$ cat config.mk
export PLATFORM = sky130hd
export DESIGN_NAME = toggle_pulse_gen
export DESIGN_NICKNAME = d
export VERILOG_FILES = /design/src/rtl/toggle_pulse_gen_pkg.sv /design/src/rtl/toggle_pulse_gen_sync_2ff.sv /design/src/rtl/toggle_pulse_gen.sv
export SDC_FILE = /design/constraint.sdc
export NUM_CORES = 1
export LEC_CHECK = 0
export CAP_MARGIN = 10
export CORE_MARGIN = 2
export CORE_UTILIZATION = 53
export DETAILED_ROUTE_END_ITERATION = 16
export PLACE_DENSITY = 0.77
export SYNTH_ARGS = -nofsm -noshare
export SYNTH_HDL_FRONTEND = slang
export SYNTH_SLANG_ARGS = --single-unit
$ cat constraint.sdc
create_clock -name clk -period 3 [get_ports clk]
set_clock_uncertainty 0.05 [all_clocks]
set_input_delay 0.6 -clock clk [delete_from_list [all_inputs] [get_ports clk]]
set_output_delay 0.6 -clock clk [all_outputs]
set_load 0.03 [all_outputs]
$ cat src/rtl/toggle_pulse_gen_pkg.sv
// toggle_pulse_gen_pkg: shared FSM encoding and default debounce depth for the
// button toggle-pulse generator and its bench.
package toggle_pulse_gen_pkg;
    localparam int DEBOUNCE_CYCLES_DEF = 4;
    typedef enum logic [2:0] {
        IDLE         = 3'd0,
        PRESS_WAIT   = 3'd1,
        PULSE        = 3'd2,
        HELD         = 3'd3,
        RELEASE_WAIT = 3'd4
    } state_t;
    function automatic logic is_level(input state_t s);
        return s inside {PULSE, HELD, RELEASE_WAIT};
    endfunction
endpackage

$ cat src/rtl/toggle_pulse_gen_sync_2ff.sv
// sync_2ff: two-flop synchronizer bringing the raw button level into the clk domain.
module sync_2ff (
    input  logic clk,
    input  logic rst,
    input  logic d,
    output logic q
);
    logic s1_q, s2_q;
    always_ff @(posedge clk or posedge rst) begin
        if (rst) {s2_q, s1_q} <= 2'b00;
        else     {s2_q, s1_q} <= {s1_q, d};
    end
    assign q = s2_q;
endmodule

$ cat src/rtl/toggle_pulse_gen.sv
// toggle_pulse_gen: debounces a push-button and issues one registered t pulse per
// accepted press, counting pulses modulo 256.
module toggle_pulse_gen
    import toggle_pulse_gen_pkg::*;
#(
    parameter int DEBOUNCE_CYCLES = DEBOUNCE_CYCLES_DEF
) (
    input  logic       clk,
    input  logic       rst,
    input  logic       btn_in,
    output logic       t_out,
    output logic       btn_level,
    output logic [7:0] pulse_cnt
);
    localparam logic [7:0] LAST = 8'(DEBOUNCE_CYCLES - 1);
    state_t     state_q, state_d;
    logic [7:0] cnt_q, cnt_d, pulse_cnt_q;
    logic       t_q, level_q, s2;
    sync_2ff u_sync (.clk(clk), .rst(rst), .d(btn_in), .q(s2));
    always_comb begin
        state_d = state_q;
        cnt_d   = cnt_q;
        case (state_q)
            IDLE: begin
                state_d = s2 ? PRESS_WAIT : IDLE;
                cnt_d   = s2 ? 8'd1 : 8'd0;
            end
            PRESS_WAIT:
                if (!s2) begin
                    state_d = IDLE;
                    cnt_d   = '0;
                end else if (cnt_q >= LAST) state_d = PULSE;
                else cnt_d = cnt_q + 8'd1;
            PULSE: begin
                state_d = HELD;
                cnt_d   = '0;
            end
            HELD:
                if (!s2) begin
                    state_d = RELEASE_WAIT;
                    cnt_d   = 8'd1;
                end
            RELEASE_WAIT:
                if (s2) begin
                    state_d = HELD;
                    cnt_d   = '0;
                end else if (cnt_q >= LAST) begin
                    state_d = IDLE;
                    cnt_d   = '0;
                end else cnt_d = cnt_q + 8'd1;
            default: begin
                state_d = IDLE;
                cnt_d   = '0;
            end
        endcase
    end
    // Outputs are registered from the next state so they align with state_q.
    always_ff @(posedge clk or posedge rst) begin
        if (rst) begin
            state_q     <= IDLE;
            cnt_q       <= '0;
            t_q         <= 1'b0;
            level_q     <= 1'b0;
            pulse_cnt_q <= '0;
        end else begin
            state_q     <= state_d;
            cnt_q       <= cnt_d;
            t_q         <= state_d == PULSE;
            level_q     <= is_level(state_d);
            pulse_cnt_q <= pulse_cnt_q + 8'(state_d == PULSE);
        end
    end
    assign t_out     = t_q;
    assign btn_level = level_q;
    assign pulse_cnt = pulse_cnt_q;
endmodule

==> results.txt <==
----------------------------------------------------
[Global routing]
  Number of antenna violations at the first check in global routing ... 0
  Maximum number of pins on one net before global-route repair ... 24
  GRT Overall Usage ... ~16%
  Overflow left after global routing ... 0
  Via count of the first global-routing pass ... a little under 700
  First-pass GRT wire length ... 3.02 mm

[Clock tree]
  Number of setup buffers added after CTS ... 0
  Gates resized, CTS repair ... 0
  Hold buffer count at CTS ... 0
  Worst-path clk slew ... ~120 ps
  TritonCTS clock tree ... done
  Insertion delay to the later sink of the worst-skew pair ... 300 ps
  Total clock buffers created by CTS ... 3
  Count of clock tree sinks ... 23
  Level count of the clock H-tree ... 1
  Clock tree root buffer cell ... clkbuf_4
  Maximum root-to-sink buffer count ... 2

[Detailed routing]
  Number of DRC markers after the initial detailed-route iteration ... 26
  DRT antenna net count ... 0
  Number of design rule violations left after detail routing ... 0
  Number of iterations in the first detailed-routing pass ... 4
  Via density per instance ... 5.59
  Total via count in the routed design ... between 700 and 800
  Drt total wl ... 1.63 mm
  DR WL/cell ... approximately 12 um

[Floorplan]
  Placeable core area ... about 1900 um2
  Die boundary height ... about 49 um
  Die X ... approximately 49 um
  Cell Rows ... 16
  Number of placed I/O pins ... 13
  Initial standard-cell utilization of the core ... a little over half
  Area of the die ... roughly 2400 um2

[Power and ir drop]
  Leak pwr ... approximately 0.55 nW
  Power density normalized to cell area ... 648 nW/um2
  Maximum ir drop on the vdd rail ... ~0.50 mV

[Logic synthesis]
  Main synth FF type ... dfrtp_1
  Most common cell in the synthesized netlist ... dfrtp_1
  Post-synthesis cell type with the largest combined area ... dfrtp_1
  Top area cells in the synthesized netlist ... dfrtp_1 (55%), ha_1 (3.6%), o21a_1 (3.6%), xnor2_1 (3.3%), nand2_1 (2.9%)
  Syn nets ... between 100 and 150
  Number of unique standard cell types used by synthesis ... 31
  Combined area of all synthesized cells ... around 1100 um2
  Cells after synthesis ... 98
  Commonest cells post-synth ... dfrtp_1 (23), nand2_1 (8), nor2_1 (7)
  Yosys top cell area share ... 54.6%
  Share of synthesized registers carrying an async set or reset ... 100%
  Sequential element share of the synthesized area ... 54.6%
  Average footprint of a synthesized cell ... roughly 11 um2
  Yosys warning count ... 0
  Number of synthesized flops with an enable pin ... 0
  Post-synthesis register bit count ... 23

[STA]
  Ratio of final minimum period to clock period ... about 84%
  Tightest hold margin ... around 320 ps
  Sum of negative setup slack ... 0 ps
  Period minus WS final ... between 2000 and 3000 ps
  RSZ-0062 raised after global routing ... false
  Number of endpoints with negative hold slack in the final report ... 0
  Max Freq ... approximately 0.4 GHz
  Final-report setup violation count ... 0
  Final worst slack ... roughly 490 ps
  Max-slew violation total from the final report ... 0
  Slew of the pin with the lowest slew margin ... 823 ps
  Max-slew headroom ... a little under half

[Worst hold path]
  Worst Hold Path Cells ... 0
  Worst Hold Class ... reg2reg

[Setup path]
  Startpoint Class ... flip-flop
  Critical path start-end classification ... reg2reg
  Logic depth of the worst register-to-register path ... 9
  Endpoint arrival time on the critical path ... between 2000 and 3000 ps
  Critical Path Sink Type ... flip-flop
  Critical path required time ... roughly 3200 ps
  Worst-path maximum fanout ... 5

[Place]
  Final estimated routing congestion in global placement ... about 0.84
  Final HPWL from detailed placement ... between 1 and 1.5 mm
  Minimum setup slack after placement ... around 530 ps
  PortBufs ... 12

[Layout]
  Antenna fix cells ... 0
  Final-layout fill cell count ... 170
  Number of nets in the finished design ... between 100 and 150
  Storage cell area ... 576 um2
  Area occupied by multi-input gates ... between 400 and 500 um2
  Share of layout cells above drive strength 1 ... ~10%
  P&R area growth vs syn ... 16.2%

[Job]
  Max_cap viols ... 0

[Run status]
  Run status ... completed

----------------------------------------------------
## cell type report
type                       instances  area share [%]
clock inverter                     1           0.409
multi-input combinational         66            36.3
tap                               27            2.76
clock buffer                       3            1.84
sequential                        23            47.0
timing repair buffer              12            9.82
inverter                           6            1.84
## worst max-delay path, stage by stage (launching register included)
cell and delay (ps):
dfrtp_1 430, ha_1 220, or4_4 430, nor4_2 360, nor3_1 140, ha_1 240
ha_1 210, nand3_1 120, nor2_1 70, xor2_1 140
## path summary, 6_finish.rpt
kind	end	from	slack, ps
setup / recovery	pulse_cnt[6]	cnt_q[0]	490
hold / removal	u_sync.q	u_sync.s1_q	320
setup reg to reg	pulse_cnt[6]	cnt_q[0]	490
hold reg to reg	u_sync.q	u_sync.s1_q	320
max in group asynchronous	cnt_q[0]	rst	1690
min in group asynchronous	pulse_cnt[7]	rst	700
## cells by family (layout without fill, tap and decap cells)
| logic type | count (synthesis) | after routing | share of synthesized area, % |
|---|---|---|---|
| buffers and inverters | 9 | 22 | 3.21 |
| AO/OA/AOI/OAI | 22 | 22 | 14.7 |
| flip-flops | 23 | 23 | 54.6 |
| XOR/XNOR | 6 | 6 | 4.99 |
| adder cells (fa/ha/maj) | 3 | 3 | 3.56 |
| AND/OR/NAND/NOR | 35 | 35 | 18.9 |
## flip-flops by register name, summed over array words and instances, names as in the netlist
name,count
t_out,1
u_sync.q,1
btn_level,1
pulse_cnt,8
state_q,3
cnt_q,8
u_sync.s1_q,1
## power breakdown
part / switching [W] / leakage, nW / internal, W
clock network: 0.0000843 / 0.0177 / 0.0000497
registers: 0.0000553 / 0.309 / 0.000356
logic: 0.000138 / 0.227 / 0.000109
## layer usage
layer	track usage, %	vias up	share of wire [%]
met1	26.4	372	52
met4	5.71	0	1.8
met3	2.78	5	4.7
met2	21.5	24	41
met5	0	-	0
li1	-	370	-
## stage by stage
step	utilization [%]	cells	instance area (um2)	total power, W
global route	63.7	138	1220	0.000853
CTS	63.7	138	1220	0.000799
floorplan	-	98	1050	0.000590
detailed placement	62.2	134	1200	0.000663
finish	63.7	138	1220	0.000792
global placement	62.2	134	1200	0.000661
## layout by cell type, fill, tap and decap left out, drive strengths merged
cell type | netlist | final
clkinv | 0 | 1
or2 | 2 | 2
a211oi | 1 | 1
a31o | 1 | 1
and4 | 1 | 1
nor4 | 2 | 2
nor3b | 2 | 2
ha | 3 | 3
dfrtp | 23 | 23
inv | 6 | 6
a31oi | 1 | 1
or4 | 3 | 3
and3 | 3 | 3
a311o | 1 | 1
clkdlybuf4s50 | 0 | 12
xor2 | 2 | 2
nor2 | 7 | 7
nand3 | 4 | 4
o21a | 5 | 5
a21oi | 4 | 4
nand3b | 1 | 1
a21boi | 1 | 1
xnor2 | 4 | 4
o21ai | 6 | 6
nand4 | 1 | 1
o22ai | 2 | 2
nor3 | 1 | 1
clkbuf | 3 | 3
nand2 | 8 | 8
No activity file was read; power rests on OpenSTA's default activity.
